$ cat src/rtl/booth_mul_seq.sv
// Iterative radix-4 Booth multiplier, one digit per cycle, with runtime signed/unsigned mode.
// Optional early termination when the remaining multiplier digits are all zero: define BOOTH_MUL_SEQ_EARLY_TERM_EN.
module booth_mul_seq #(
  parameter int WORD_LEN = 8
) (
  input  logic                      i_clk,
  input  logic                      i_arst,
  input  logic                      i_valid,
  output logic                      o_ready,
  input  logic                      i_signed,
  input  logic [WORD_LEN-1:0]       i_multiplier,
  input  logic [WORD_LEN-1:0]       i_multiplicand,
  output logic                      o_valid,
  input  logic                      i_ready,
  output logic [2*WORD_LEN-1:0]     o_result
);

  localparam int EXT  = WORD_LEN + 2;
  localparam int NDIG = EXT / 2;
  localparam int AW   = 2 * EXT;
  localparam int KW   = $clog2(NDIG + 1);
  localparam int SW   = KW + 1;

  localparam logic [1:0] IDLE = 2'd0;
  localparam logic [1:0] BUSY = 2'd1;
  localparam logic [1:0] DONE = 2'd2;

  if (((WORD_LEN % 2) != 0) || (WORD_LEN < 4)) begin : gBadWordLen
    $error("booth_mul_seq: WORD_LEN must be even and >= 4");
  end

  logic [1:0]     state_q,  state_d;
  logic [EXT-1:0] mcand_q,  mcand_d;
  logic [EXT:0]   mplier_q, mplier_d;
  logic [AW-1:0]  acc_q,    acc_d;
  logic [KW-1:0]  digit_q,  digit_d;

  logic           accept;
  logic           earlyStop;
  logic [EXT-1:0] mcandExt;
  logic [EXT-1:0] mplierExt;
  logic [AW-1:0]  mcandWide;
  logic [AW-1:0]  ppMag;
  logic [AW-1:0]  ppShift;
  logic [AW-1:0]  addend;
  logic           ppNeg;
  logic [SW-1:0]  shamt;

  assign o_ready  = (state_q == IDLE);
  assign o_valid  = (state_q == DONE);
  assign o_result = acc_q[2*WORD_LEN-1:0];
  assign accept   = i_valid && (state_q == IDLE);

  // Two extra bits let unsigned operands be recoded as non-negative signed values.
  assign mcandExt  = i_signed ? {{2{i_multiplicand[WORD_LEN-1]}}, i_multiplicand}
                              : {2'b00, i_multiplicand};
  assign mplierExt = i_signed ? {{2{i_multiplier[WORD_LEN-1]}}, i_multiplier}
                              : {2'b00, i_multiplier};
  assign mcandWide = {{EXT{mcand_q[EXT-1]}}, mcand_q};

`ifdef BOOTH_MUL_SEQ_EARLY_TERM_EN
  assign earlyStop = (&mplier_q) | ~(|mplier_q);
`else
  assign earlyStop = 1'b0;
`endif

  always_comb begin
    ppMag = '0;
    ppNeg = 1'b0;
    case (mplier_q[2:0])
      3'b001, 3'b010: ppMag = mcandWide;
      3'b011:         ppMag = mcandWide << 1;
      3'b100: begin
        ppMag = mcandWide << 1;
        ppNeg = 1'b1;
      end
      3'b101, 3'b110: begin
        ppMag = mcandWide;
        ppNeg = 1'b1;
      end
      default:        ppMag = '0;
    endcase
  end

  // Negation is folded into the accumulator add as invert plus carry-in.
  assign shamt   = {digit_q, 1'b0};
  assign ppShift = ppMag << shamt;
  assign addend  = ppNeg ? ~ppShift : ppShift;

  always_comb begin
    state_d  = state_q;
    mcand_d  = mcand_q;
    mplier_d = mplier_q;
    acc_d    = acc_q;
    digit_d  = digit_q;
    case (state_q)
      IDLE: begin
        if (accept) begin
          mcand_d  = mcandExt;
          mplier_d = {mplierExt, 1'b0};
          acc_d    = '0;
          digit_d  = '0;
          state_d  = BUSY;
        end
      end
      BUSY: begin
        if (earlyStop) begin
          state_d = DONE;
        end else begin
          acc_d    = acc_q + addend + AW'(ppNeg);
          mplier_d = {{2{mplier_q[EXT]}}, mplier_q[EXT:2]};
          digit_d  = digit_q + KW'(1);
          if (digit_q == KW'(NDIG - 1)) begin
            state_d = DONE;
          end
        end
      end
      DONE: begin
        if (i_ready) begin
          state_d = IDLE;
        end
      end
      default: state_d = IDLE;
    endcase
  end

  always_ff @(posedge i_clk or posedge i_arst) begin
    if (i_arst) begin
      state_q  <= IDLE;
      mcand_q  <= '0;
      mplier_q <= '0;
      acc_q    <= '0;
      digit_q  <= '0;
    end else begin
      state_q  <= state_d;
      mcand_q  <= mcand_d;
      mplier_q <= mplier_d;
      acc_q    <= acc_d;
      digit_q  <= digit_d;
    end
  end

endmodule
$ cat config.mk
export PLATFORM = sky130hd
export DESIGN_NAME = booth_mul_seq
export DESIGN_NICKNAME = d
export VERILOG_FILES = /design/src/rtl/booth_mul_seq.sv
export SDC_FILE = /design/constraint.sdc
export NUM_CORES = 1
export LEC_CHECK = 0
export CAP_MARGIN = 0
export CORE_UTILIZATION = 25
export CTS_CLUSTER_SIZE = 20
export DETAILED_ROUTE_END_ITERATION = 6
export PLACE_DENSITY_LB_ADDON = 0.15
export SLEW_MARGIN = 20
export SYNTH_ARGS = -nofsm -noshare
export SYNTH_HDL_FRONTEND = slang
export SYNTH_SLANG_ARGS = --single-unit
export TNS_END_PERCENT = 10
$ cat constraint.sdc
create_clock -name i_clk -period 9.6 [get_ports i_clk]
set_clock_uncertainty 0.1 [all_clocks]
set_input_delay 2.4 -clock i_clk [delete_from_list [all_inputs] [get_ports i_clk]]
set_output_delay 2.4 -clock i_clk [all_outputs]
set_load 0.1 [all_outputs]
---- After elaboration in Yosys (flattened, before gate mapping) ----
Index checks and enable logic that the tools add are counted.
word-level totals
  register bits ........................... 46
  bits in latches ......................... 0
  RAM bits ................................ 0
  memory bits (read-only) ................. 0
  input bits .............................. 21
  output and inout bits ................... 18
  word-level logic and storage cells ...... 49
  memories ................................ 0
cells by class
  add/sub/neg operators ................... 3
  multiply operators ...................... 0
  div/mod/pow operators ................... 0
  order comparisons ....................... 0
  equality and inequality tests ........... 12
  shift-type cells ........................ 1
  muxes and demuxes ....................... 15
  bitwise gates (word level) .............. 2
  reductions and logical operators ........ 10
operators by type and width
  operator               number
  $pmux W20 S2           2
  $mux W20               2
  $pmux W11 S2           1
  $add A20 B1 Y20        1
  $add A20 B20 Y20       1
  $mux W10               2
  $not A20 Y20           1
  $shl A20 B4 Y20        1
  $eq A3 B3 Y1 const B   4
  $mux W11               1
  $eq A3 B2 Y1 const B   2
  $mux W2                3
  $pmux W2 S3            1
  $pmux W3 S2            1
  $reduce_and A3 Y1      2
  $ne A2 B1 Y1 const B   2
  $reduce_and A2 Y1      2
  $reduce_or A4 Y1       1
  $add A3 B1 Y3 const B  1
  $eq A3 B1 Y1 const B   1
  $mux W3                1
  $reduce_or A3 Y1       1
  $eq A2 B1 Y1 const B   1
  $eq A2 B2 Y1 const B   1
  other kinds (7)        7

---- Longest topological paths before layout ----
Gate-level depths: netlist (run 1).
  word-level depth ........................ 9
  depth in mapped cells ................... 17
  depth with buffers taken out ............ 15

---- Least setup slack after synthesis (run 1) ----
OpenSTA, ideal clock, no wires.
  kind .................................... reg-to-output
  start point ............................. reg state_q[0]
  end point ............................... out o_valid
  arrival time ............................ 1760 ps
  required time ........................... 7100 ps
  slack ................................... 5340 ps
  stages on the path, launching flop included .. 2
  path buffers ............................ 0
  cell sequence ........................... dfrtp_1 nor2b_1
on the way
  cells in the longest elaborated chain, start to end .. 1
ends and longest elaborated chain
  what                      line  text
  start: declaration        32    logic [1:0] state_q, state_d;
  start signal: assignment  135   state_q <= state_d;
  $eq A2 B2 Y1              50    assign o_valid = (state_q == DONE);
  end: declaration          13    output logic o_valid,
No other way between the ends.

---- Worst setup path in the final report (run 1) ----
  start point ............................. reg state_q[1]
  end point ............................... out o_ready
on the way
  cells in the longest elaborated chain, start to end .. 1
ends and longest elaborated chain
  what              line  text
  $logic_not A2 Y1  49    assign o_ready = (state_q == IDLE);
  end: declaration  9     output logic o_ready,
No other way between the ends.

==> results.txt, run 1 <==
----------------------------------------------------
[Status]
  Outcome ... finished, final reports clean

[Clocking]
  Maximum clock insertion buffer count ... 2
  Hold buffer count at CTS ... 0
  # clock sinks ... 41
  H-tree level count ... 2
  CTS tree ... done
  Root cell of the clock tree ... sky130_fd_sc_hd__clkbuf_16
  Setup bufs post-CTS ... 0
  Clock-pin transition on the worst setup and hold timing paths ... 0.06 ns
  Post-cts resize count ... 0
  Insertion delay of the later-clocked pin in the worst-skew pair ... 0.29 ns
  Clock buffer count from CTS ... 5

[Die]
  Area inside the core boundary ... 12200 um^2
  Effective utilization at floorplan ... 26.0%
  Vert. Die Dim ... 115 um
  Total die area ... 13100 um^2
  Standard-cell row count ... 40
  Number of top-level pins ... 39
  Die width ... 115 um

[Worst setup path]
  Worst setup path startpoint ... state_q[1]
  Worst reg2reg setup slack ... 5.28 ns
  Maximum fanout count along the critical path ... 4
  Element type at the critical path end ... output port
  Critical setup path kind ... register to output port
  Critical Path Max Stage Delay ... 1.17 ns
  Arrival time at the worst endpoint ... 2.04 ns
  Length in cells of the worst reg-to-reg path ... 14
  Beginning of the worst register-to-register path ... mplier_q[1]
  Worst endpoint required time ... 7.10 ns
  Cell at the slowest stage of the critical path ... sky130_fd_sc_hd__clkdlybuf4s50_1
  Critical Path Source Type ... register
  Worst reg2reg path endpoint ... acc_q[14]
  Worst path cell trace ... nor2_1 > clkdlybuf4s50_1

[Synth]
  Async SR Flop Fraction ... 100%
  Number of warning messages in the yosys log ... 0
  Post-synthesis sequential area ratio ... 32.4%
  Yosys cell types ... 58
  Post-Synthesis Net Count ... 425
  Number of enable flip-flop cells after synthesis ... 0
  Synthesized instance count ... 384
  Netlist Area Pre-Place ... 3170 um^2
  Register bit count reported by yosys ... 41
  Top_reg_cell synth ... sky130_fd_sc_hd__dfrtp_1
  Average size of a mapped cell ... 8.25 um^2

[Global routing]
  Number of antenna violations at the first check in global routing ... 0
  Number of global-route vias before repair ... 2703
  Global-route wire length before repair ... 14400 um
  Total GRT Usage ... 14.2%
  Pin count of the biggest net entering global routing ... 42
  GRT overflow ... 0

[Min path]
  Worst hold path endpoint ... mplier_q[10]
  Type of the worst min-delay path ... register to register
  Cell depth of the worst min-delay path ... 2
  Worst hold start ... mplier_q[10]

[Route]
  Total wire length after detailed routing ... 8550 um
  DRC Markers ... 0
  Total via count after detailed routing ... 2780
  Initial DRT Pass Iterations ... 4
  Antenna Nets Post-Route ... 0
  Starting DRC count in detailed routing ... 127
  Per-cell via count in the routed design ... 4.81
  Final routed wire length divided by cell count ... 14.8 um

[Timing]
  TNS Setup ... 0 ns
  Setup violations, final ... 0
  Slew at the pin closest to its max-slew limit ... 0.977 ns
  Max Slew Vio Count ... 0
  Minimum clock period ... 4.54 ns
  Number of failing hold endpoints at the final stage ... 0
  Final worst path period share ... 47.3%
  Fmax ... 0.220 GHz
  Worst Setup Slack, final ... 5.06 ns
  Relative slew margins ... 34.7%
  Unrepaired setup endpoints after global routing ... false

[Placement]
  DP Worst Slack ... 5.30 ns
  Detailed placer's ending HPWL ... 6200 um
  PortBufs ... 38
  Post-placement cell count ... 570
  Last weighted congestion value of the routability-driven placer ... 0.820

[Final layout]
  Final antenna diode count ... 0
  Share of post-route cells with drive strength above 1 ... 5.37%
  Relative area change from synthesis to final layout ... 21.4%
  Number of nets in the final layout ... 450
  Finished Core Util ... 31.6%
  Filler-free cell count of the finished design ... 578

[Flow run]
  MaxCap Viol Count ... 0

----------------------------------------------------
## synth_stat cells (all sizes together), types with 8 or more instances
cell type  instances  share of area (%)
inv                8               0.95
clkbuf            21                2.5
dfrtp             41                 32
nor3               9                1.4
nand3             19                3.2
nor2              30                3.6
ha                19                7.5
nand2b             8                1.6
o22ai              9                1.8
a21oi             27                4.3
o21ai             25                4.1
nand2             54                6.4
xnor2             11                3.0
xor2              15                4.4
## worst max path at each step
| stage | slack [ns] | to |
|---|---|---|
| global route | 4.87 | acc_q[14] |
| CTS | 5.05 | o_ready |
| floorplan | 5.34 | o_valid |
| global placement | 5.36 | acc_q[15] |
| finish | 5.06 | o_ready |
| detailed placement | 5.30 | acc_q[14] |
## registers in the layout (all words and copies together), names as in the netlist
| signal | flops |
|---|---|
| mplier_q | 11 |
| mcand_q | 9 |
| state_q | 2 |
| acc_q | 16 |
| digit_q | 3 |
## kinds of logic (layout without fill, tap and decap cells)
kind of cell,after synthesis,after routing,synth area share (%)
simple gates,145,145,21.6
compound gates,109,109,22.5
flops,41,41,32.4
buf+inv,32,58,3.91
xor+xnor,26,26,7.43
fa+ha+maj,20,20,8.14
mux,11,11,3.99
## stage by stage
stage	cell area (um^2)	hold WS, ns
5_1_grt	3840	0.429
3_3_place_gp	3700	0.364
4_1_cts	3840	0.397
3_5_place_dp	3700	0.379
2_1_floorplan	3170	0.347
6_report	3840	0.390
## cell usage in the layout (no fill, tap or decap), types with 3 or more instances in the layout
cell and n:
sky130_fd_sc_hd__o21a_1 3, sky130_fd_sc_hd__inv_1 6, sky130_fd_sc_hd__a21o_1 7, sky130_fd_sc_hd__clkdlybuf4s50_1 38
sky130_fd_sc_hd__nor2b_1 7, sky130_fd_sc_hd__o22ai_1 9, sky130_fd_sc_hd__xor2_1 14, sky130_fd_sc_hd__o21ai_0 24
sky130_fd_sc_hd__nor2_1 30, sky130_fd_sc_hd__nand2b_1 8, sky130_fd_sc_hd__a221oi_1 4, sky130_fd_sc_hd__ha_1 19
sky130_fd_sc_hd__xnor2_1 11, sky130_fd_sc_hd__nand3_1 18, sky130_fd_sc_hd__nand2_1 54, sky130_fd_sc_hd__clkbuf_16 5
sky130_fd_sc_hd__buf_4 4, sky130_fd_sc_hd__dfrtp_1 41, sky130_fd_sc_hd__o31ai_1 5, sky130_fd_sc_hd__o211ai_1 4
sky130_fd_sc_hd__nor3_1 9, sky130_fd_sc_hd__nand3b_1 6, sky130_fd_sc_hd__a32o_1 3, sky130_fd_sc_hd__mux2i_1 7
sky130_fd_sc_hd__a21oi_1 27, sky130_fd_sc_hd__a32oi_1 3, sky130_fd_sc_hd__mux2_2 3
## per-layer routing
metal  wire length, um  track usage, %
met5                 0               0
met4                94            3.64
met2              3890            22.7
met1              4340            20.0
met3               219            2.17
## critical path: cells and delay by family, from the launching register on
kind / cells / cell delay, ns
flip-flops: 1 / 0.40
buffers and inverters: 1 / 1.17
AND/OR/NAND/NOR: 1 / 0.18
## final cells by class
cell class / count / area (um^2)
inverters: 8 / 30.0
well taps: 168 / 210
clock buffers: 5 / 125
fillers: 1302 / 8320
flip-flops and latches: 41 / 1030
repair buffers: 42 / 410
multi-input cells: 311 / 2020
clock inverters: 3 / 21.3
Power of run 1 is not shown: default switching activity piles up to over one toggle a cycle in this logic, so the estimate is an artifact.
==> inputs of run 2 (changes only) <==
==> constraint.sdc (replaced) <==
create_clock -name i_clk -period 3.9 [get_ports i_clk]
set_clock_uncertainty 0.1 [all_clocks]
set_input_delay 0.975 -clock i_clk [delete_from_list [all_inputs] [get_ports i_clk]]
set_output_delay 0.975 -clock i_clk [all_outputs]
set_load 0.1 [all_outputs]
==> run 2 against run 1 <==
  * Hold slack got worse by 0.010 ns
  * Sequential share of layout area is 1.8 points lower
  * Routed wire length is 6.9% higher
  * Flip-flop and latch count is the same
  * Die area is the same
  * Via count is 6.4% higher
  * Non-clock buffer count grew 34
  * Register-to-register slack lost 5.1 ns
  * Final cell count is 5.9% higher
  * Critical path type is now register to register
  * Critical endpoint is now acc_q[11]
==> results.txt, run 2 (synthesis gave the netlist of run 1 again) <==
----------------------------------------------------
[Status]
  Outcome ... finished, final reports clean

[Global routing]
  Global-route wire length before repair ... 15400 um (+6.7%)
  Number of global-route vias before repair ... 2947 (+9.0%)
  Total GRT Usage ... 15.0% (+0.84 points)
  Pin count of the biggest net entering global routing ... 28 (-33%)
  Number of antenna violations at the first check in global routing ... 0 (unchanged)
  GRT overflow ... 0 (unchanged)

[Timing]
  Number of failing hold endpoints at the final stage ... 0 (unchanged)
  Setup violations, final ... 0 (unchanged)
  Unrepaired setup endpoints after global routing ... true
  Fmax ... 0.268 GHz
  Max Slew Vio Count ... 0 (unchanged)
  Minimum clock period ... 3.73 ns
  Final worst path period share ... 95.5%
  Relative slew margins ... 34.7% (about the same)
  Slew at the pin closest to its max-slew limit ... 0.977 ns (+0.0000912 ns)

[Die]
  Effective utilization at floorplan ... 26.0% (unchanged)
  Total die area ... 13100 um^2 (unchanged)
  Die width ... 115 um (unchanged)
  Standard-cell row count ... 40 (unchanged)
  Vert. Die Dim ... 115 um (unchanged)
  Number of top-level pins ... 39 (unchanged)
  Area inside the core boundary ... 12200 um^2 (unchanged)

[Clocking]
  CTS tree ... done
  Clock-pin transition on the worst setup and hold timing paths ... 0.07 ns (about the same)
  Root cell of the clock tree ... sky130_fd_sc_hd__clkbuf_16
  Insertion delay of the later-clocked pin in the worst-skew pair ... 0.29 ns (about the same)
  Clock buffer count from CTS ... 5 (unchanged)
  # clock sinks ... 41 (unchanged)
  H-tree level count ... 2 (unchanged)
  Maximum clock insertion buffer count ... 2 (unchanged)

[Worst setup path]
  Worst endpoint required time ... 3.99 ns (-3.11 ns)
  Worst reg2reg path endpoint ... acc_q[11]
  Maximum fanout count along the critical path ... 8 (+4)
  Beginning of the worst register-to-register path ... mplier_q[1]
  Element type at the critical path end ... register
  Worst reg2reg setup slack ... 0.17 ns (-5.11 ns)
  Critical setup path kind ... register to register
  Critical Path Source Type ... register
  Length in cells of the worst reg-to-reg path ... 14 (unchanged)
  Arrival time at the worst endpoint ... 3.81 ns (+1.77 ns)

[Route]
  DRC Markers ... 0 (unchanged)
  Final routed wire length divided by cell count ... 14.9 um (+0.96%)
  Total via count after detailed routing ... 2957 (+6.4%)
  Initial DRT Pass Iterations ... 4 (unchanged)
  Total wire length after detailed routing ... 9140 um (+6.9%)
  Starting DRC count in detailed routing ... 111 (-13%)
  Antenna Nets Post-Route ... 0 (unchanged)
  Per-cell via count in the routed design ... 4.83 (+0.46%)

[Final layout]
  Commonest non-fill, non-tap cell in the layout ... sky130_fd_sc_hd__nand2_1
  Share of post-route cells with drive strength above 1 ... 17.3% (+12 points)
  Filler-free cell count of the finished design ... 612 (+5.9%)
  Flip-flop count of the largest register after layout ... 16 (unchanged)
  FF/Latch Area ... 1030 um^2 (+0.37%)
  Relative area change from synthesis to final layout ... 30.8%
  Area used by multi-input combinational logic ... 2070 um^2 (+2.2%)
  Number of nets in the final layout ... 484 (+7.6%)
  Most frequent cells in the layout ... sky130_fd_sc_hd__nand2_1 (54), sky130_fd_sc_hd__buf_4 (46), sky130_fd_sc_hd__dfrtp_1 (38), sky130_fd_sc_hd__nor2_1 (30), sky130_fd_sc_hd__clkdlybuf4s50_1 (29)
  Count of filler cells inserted in the layout ... 1284 (-1.4%)
  Register containing the most flip-flops in the final layout ... acc_q
  Final antenna diode count ... 0 (unchanged)
  Largest regs ... acc_q x16, mplier_q x11, mcand_q x9

[Placement]
  Last weighted congestion value of the routability-driven placer ... 0.814 (-0.71%)
  PortBufs ... 38 (unchanged)
  Post-placement cell count ... 601 (+5.4%)
  Detailed placer's ending HPWL ... 6740 um (+8.8%)

[Min path]
  Type of the worst min-delay path ... register to register
  Worst hold path endpoint ... mplier_q[10]
  Cell depth of the worst min-delay path ... 2 (unchanged)
  Worst hold start ... mplier_q[10]

[Flow run]
  MaxCap Viol Count ... 0 (unchanged)

----------------------------------------------------
## run 2: worst max path at each step
stage,from,end,slack [ns]
2_1_floorplan,mplier_q[0],acc_q[11],0.17
3_3_place_gp,mplier_q[2],acc_q[11],0.04
3_5_place_dp,mplier_q[1],acc_q[11],0.04
4_1_cts,mplier_q[1],acc_q[11],0.02
5_1_grt,mplier_q[1],acc_q[11],-0.06
6_report,mplier_q[1],acc_q[11],0.17
## run 2: area by class of cell
class / count / area share (%)
clock buffers: 5 / 3.02
clock inverters: 3 / 0.604
inverters: 8 / 0.755
multi-input cells: 311 / 49.9
flip-flops and latches: 41 / 24.8
well taps: 168 / 5.07
repair buffers: 76 / 15.8
## run 2: critical path, stage by stage (launching register included)
cell	delay, ns
sky130_fd_sc_hd__dfrtp_2	0.48
sky130_fd_sc_hd__buf_4	0.17
sky130_fd_sc_hd__nand2b_1	0.13
sky130_fd_sc_hd__a32oi_1	0.20
sky130_fd_sc_hd__buf_4	0.17
sky130_fd_sc_hd__nand3_1	0.12
sky130_fd_sc_hd__xnor2_2	0.22
sky130_fd_sc_hd__ha_1	0.28
sky130_fd_sc_hd__and2_1	0.14
sky130_fd_sc_hd__and4_1	0.19
sky130_fd_sc_hd__a311o_1	0.41
sky130_fd_sc_hd__o21ai_2	0.22
sky130_fd_sc_hd__a21oi_1	0.12
sky130_fd_sc_hd__or4_1	0.42
sky130_fd_sc_hd__a32o_1	0.26
## run 2: through the flow
step           worst slack (ns)  hold WS [ns]  util, %  instance area [um^2]  TNS [ns]
2_1_floorplan             0.174         0.347        -                  3170         0
3_3_place_gp             0.0425         0.361     32.1                  3910         0
3_5_place_dp             0.0382         0.364     32.2                  3910         0
4_1_cts                  0.0245         0.382     33.4                  4060         0
5_1_grt                 -0.0577         0.410     34.1                  4140   -0.0577
6_report                  0.175         0.380     34.1                  4140         0
## run 2: timing repair
item	in CTS	in global routing
buffers inserted	0	3
setup endpoints to repair	0	7
resized for setup	0	14
hold buffers	0	0
## run 2: per-layer routing
layer	vias to the layer above	global-route usage, %	wire length, um
li1	1502	-	-
met1	1394	21.3	4690
met2	52	23.8	4020
met3	9	2.22	302
met4	0	4.16	129
met5	-	0	0
Power of run 2 is left out for the same reason.
==> variant 1: new RTL, flow settings as in run 2 <==
The option `BOOTH_MUL_SEQ_EARLY_TERM_EN` is turned on by a define.
--- a/src/rtl/booth_mul_seq.sv
+++ b/src/rtl/booth_mul_seq.sv
@@ -2,2 +2,4 @@
 // Optional early termination when the remaining multiplier digits are all zero: define BOOTH_MUL_SEQ_EARLY_TERM_EN.
+`define BOOTH_MUL_SEQ_EARLY_TERM_EN
+
 module booth_mul_seq #(
Function: changed (Yosys sat finds a counterexample within 4 cycles, from zero or initial values and one cycle with i_arst high).
==> variant 1 against run 2 <==
  * Design area decreased by 2.1%
  * Wire length fell by 4.6%
  * Fmax increased by 0.55%
  * Via count is 3.5% lower
  * Sequential cell count unchanged
  * Setup slack better by 0.021 ns
  * Synthesized area is 2.1% lower
Power is not shown: default switching activity piles up to over one toggle a cycle in this logic, so the estimate is an artifact.
==> variant 1: results (changes against run 2) <==
Status = finished, final reports clean (unchanged)
Fin nets = 463 (was 484)
Pin slew with the least headroom to its limit = 0.976 ns (was 0.977 ns)
Post-Synth XOR/XNOR Area = 0.0819 (was 0.0742)
Pin count of the biggest net entering global routing = 28 (unchanged)
WL final = 8720 um (was 9140 um)
Crit path DAT = 3.77 ns (was 3.81 ns)
Mux cell area share after synthesis = 0.0512 (was 0.0399)
Vias in the first global route = 2687 (was 2947)
Antenna violations before repair = 0 (unchanged)
Top FF cell, synth = dfrtp_1 (unchanged)
First-pass GRT wire length = 13900 um (was 15400 um)
Syn Nets = 410 (was 425)
Deepest clock path buffer count = 2 (unchanged)
Largest registers = acc_q (16), mplier_q (11), mcand_q (9) (unchanged)
Synth area leaders = dfrtp_1 (33%), ha_1 (9.3%), nand2_1 (6.2%), xnor2_1 (4.5%), a21oi_1 (4.2%) (was dfrtp_1 (32%), ha_1 (7.5%), nand2_1 (6.4%), a21oi_1 (4.3%), xor2_1 (3.9%))
Syn. warnings = 0 (unchanged)
Clock tree cell share of total cell area = 0.0361 (was 0.0362)
M3 GR Usage = 0.0266 (was 0.0222)
Hpwl dp = 6480 um (was 6740 um)
H-Tree Depth = 2 (unchanged)
# fillers = 1290 (was 1284)
Worst setup startpoint = mplier_q[1] (unchanged)
Hold path startpoint = acc_q[11] (was mplier_q[10])
Synth Area in Adders = 0.0992 (was 0.0814)
NonClk Buf Share = 0.134 (was 0.158)
Antenna-violating nets left = 0 (unchanged)
Vias = 2853 (was 2957)
DRT iter0 DRCs = 145 (was 111)
Global-route usage over all layers = 0.140 (was 0.150)
FF+latch count, synth = 41 (unchanged)
Synth unique cells = 58 (unchanged)
Worst min-delay path category = register to register (unchanged)
Comb_multi_in = 295 (was 311)
Clk pin slew, worst setup/hold paths = 0.07 ns (about the same)
Share of cells above drive strength 1 = 0.177 (was 0.173)
Ys async rst share = 1.00 (unchanged)
Root buf cell = clkbuf_16 (unchanged)
GR Util met1 = 0.191 (was 0.213)
Drt pass-1 iters = 4 (unchanged)
WL met2 = 4040 um (was 4020 um)
Top routing layer used = met4 (unchanged)
Synth cell count leaders = nand2_1 (51), dfrtp_1 (41), nor2_1 (27), a21oi_1 (26), ha_1 (23) (was nand2_1 (54), dfrtp_1 (41), nor2_1 (30), a21oi_1 (27), o21ai_0 (24))
GPL Wtd Cong = 0.843 (was 0.814)
Seq/Total Area, Yosys = 0.331 (was 0.324)
Port buffer count = 38 (unchanged)
Met3 WL = 307 um (was 302 um)
ANT cells = 0 (unchanged)
Met2 GRT Util = 0.226 (was 0.238)
M1 WL = 4270 um (was 4690 um)
Max FO, Critical Path = 5 (was 8)
Sequential share of cell area = 0.253 (was 0.248)
Inverter count = 13 (was 8)
Multi-input logic area = 2080 sq um (was 2070 sq um)
Synth Area in Compound Gates = 0.211 (was 0.225)
Clkbuf count = 5 (unchanged)
Buffers, non-clock = 62 (was 76)
Later-pin clock latency in the skew report = 0.29 ns (about the same)
==> variant 1: changes by cell type in the layout (fill, tap and decap cells not counted), sizes merged, moves of 6 or more <==
cell	before	now
nor2b	7	1
nand2b	8	2
a22oi	1	7
buf	47	30
==> variant 1: metrics by stage <==
stage | hold WS, ns | setup WS (ns) | instance area (sq um) | setup TNS, ns | std cells
after CTS | 0.455 | 0.0235 | 3890 | 0 | 578
after global placement | 0.425 | -0.129 | 3710 | -0.144 | 569
after floorplan | 0.369 | 0.352 | 3100 | 0 | 365
after global routing | 0.487 | -0.0500 | 4060 | -0.122 | 587
final | 0.447 | 0.196 | 4060 | 0 | 587
after detailed placement | 0.439 | -0.133 | 3710 | -0.174 | 569
==> variant 1: timing repair <==
item                                   CTS  global route
resized for setup                        6            20
setup endpoints to repair                3             5
hold buffers                             0             0
pin swaps                                2            19
setup buffers                            1             8
endpoints found under the hold margin    0             0
cloned                                   0             1
==> variant 1: critical path: stages (launching register included) <==
cell      delay, ns
dfrtp_1        0.37
inv_1          0.11
ha_4           0.18
mux2_4         0.30
a22oi_2        0.20
mux2_4         0.19
nor2_1         0.05
a21oi_2        0.16
nor2_1         0.07
xnor2_1        0.22
ha_2           0.36
nand2_2        0.11
nor3_1         0.06
nor3_2         0.25
a21oi_1        0.11
buf_4          0.16
a31oi_2        0.21
mux2i_1        0.22
o311ai_1       0.12
==> variant 1: path summary, 6_finish.rpt <==
check | end | slack, ns | depth (start not counted)
hold / removal | acc_q[11] | 0.45 | 2
max in group asynchronous | digit_q[1] | 2.01 | 3
setup / recovery | acc_q[13] | 0.20 | 18
min in group asynchronous | acc_q[15] | 0.97 | 2
hold reg to reg | acc_q[11] | 0.45 | 2
setup reg to reg | acc_q[13] | 0.20 | 18
==> variant 2: new RTL, settings of run 2 <==
Made on the original files. Reset style: synchronous (`i_arst`), changed in one clocked block.
--- a/src/rtl/booth_mul_seq.sv
+++ b/src/rtl/booth_mul_seq.sv
@@ -126,3 +126,3 @@
 
-  always_ff @(posedge i_clk or posedge i_arst) begin
+  always_ff @(posedge i_clk) begin
     if (i_arst) begin
Formal check against the unedited RTL: differs if i_arst is asserted again (counterexample within 4 cycles, from zero or initial values and one cycle with i_arst high); with i_arst held inactive, the same outputs for 4 cycles.
==> variant 2 against run 2 <==
  * Wire length down 16%
  * Setup slack better by 0.048 ns
  * Global-route usage down 1.5 points
  * Worst hold slack worse by 0.027 ns
  * First-iteration DRC count up 55%
  * Via count down 9.3%
  * Final cell count down 9.8%
  * Synthesized area down 8.8%
  * Sequential cell count unchanged
  * Design area down 12%
Power is left out: it rests on default switching activity, and per cell area and clock period it moved more than threefold.
==> variant 2: results (changes against run 2) <==
Max FO, Critical Path = 8 (unchanged)
CP max stage delay = 0.37 ns (was 0.48 ns)
Status = finished, final reports clean (unchanged)
Syn Area/Cell = 7.79 sq um (was 8.25 sq um)
Seq/Total Area, Yosys = 0.284 (was 0.324)
Rel. slew slack = 0.353 (was 0.347)
Synth area leaders = dfxtp_1 (28%), ha_1 (8.2%), nand2_1 (8.2%), xnor2_1 (7.6%), a21oi_1 (7.4%) (was dfrtp_1 (32%), ha_1 (7.5%), nand2_1 (6.4%), a21oi_1 (4.3%), xor2_1 (3.9%))
GR Util met1 = 0.172 (was 0.213)
Crit path DAT = 3.76 ns (was 3.81 ns)
M3 GR Usage = 0.0273 (was 0.0222)
Synth unique cells = 48 (was 58)
Routed wire per std cell = 13.9 um (was 14.9 um)
Synth cell count leaders = nand2_1 (63), a21oi_1 (43), dfxtp_1 (41), nor2_1 (31), xnor2_1 (25) (was nand2_1 (54), dfrtp_1 (41), nor2_1 (30), a21oi_1 (27), o21ai_0 (24))
Fin nets = 452 (was 484)
Syn Nets = 412 (was 425)
Hpwl dp = 5800 um (was 6740 um)
Antenna violations before repair = 0 (unchanged)
Top FF cell, synth = dfxtp_1 (was dfrtp_1)
Slowest CP cell = dfxtp_2 (was dfrtp_2)
Global-route usage over all layers = 0.136 (was 0.150)
GPL Wtd Cong = 0.850 (was 0.814)
Synth Area in Compound Gates = 0.243 (was 0.225)
Pin count of the biggest net entering global routing = 32 (was 28)
Post-Synth XOR/XNOR Area = 0.0991 (was 0.0742)
Ys async rst share = 0 (was 1.00)
First-pass GRT wire length = 12500 um (was 15400 um)
Synth top area share = 0.284 (was 0.324)
Via density = 4.86 (was 4.83)
Synth Area in Adders = 0.0892 (was 0.0814)
Met2 GRT Util = 0.229 (was 0.238)
Final cell count without fillers = 552 (was 612)
Vias in the first global route = 2588 (was 2947)
DRT iter0 DRCs = 172 (was 111)
Cell total after placement = 541 (was 601)
[variant 2: cell types whose count changed after synthesis, moves of 10 or more]
cell,change
dfrtp_1,-41
dfxtp_1,+41
o21ai_0,-20
a21oi_1,+16
xnor2_1,+14
xor2_1,-10
[variant 2: worst paths after layout]
path                                   start  slack (ns)  cells past startpoint      endpoint
worst max-delay path             mplier_q[1]        0.22                     17     acc_q[14]
worst min-delay path            mplier_q[10]        0.35                      2  mplier_q[10]
worst max register to register   mplier_q[1]        0.22                     17     acc_q[14]
worst min register to register  mplier_q[10]        0.35                      2  mplier_q[10]
[variant 2: through the flow]
stage	util	worst slack (ns)	hold WS, ns	area (sq um)
finish	0.331	0.223	0.352	3650
detailed placement	0.313	0.0638	0.348	3450
floorplan	-	0.341	0.332	2890
global placement	0.313	0.134	0.344	3450
CTS	0.326	0.00877	0.357	3600
global route	0.331	0.0193	0.375	3650
[variant 2: area by class of cell]
| class | count | area, sq um | share of cell area |
|---|---|---|---|
| multi-input cells | 300 | 1980 | 0.543 |
| flip-flops and latches | 41 | 823 | 0.225 |
| repair buffers | 55 | 495 | 0.136 |
| well taps | 140 | 175 | 0.0480 |
| clock buffers | 5 | 125 | 0.0343 |
| inverters | 8 | 30.0 | 0.00822 |
| clock inverters | 3 | 21.3 | 0.00582 |
[variant 2: worst max-delay path: cells and delay by family (launching register included)]
kind,cells,cell delay [ns]
AO/OA/AOI/OAI,9,1.63
multiplexers,2,0.55
flip-flops,1,0.37
AND/OR/NAND/NOR,3,0.34
adder cells (fa/ha/maj),1,0.32
XOR/XNOR,2,0.25
[variant 2: routing by layer]
layer | vias up | part of all wire
met5 | - | 0
li1 | 1395 | -
met4 | 0 | 0.0098
met1 | 1224 | 0.48
met2 | 56 | 0.47
met3 | 7 | 0.041
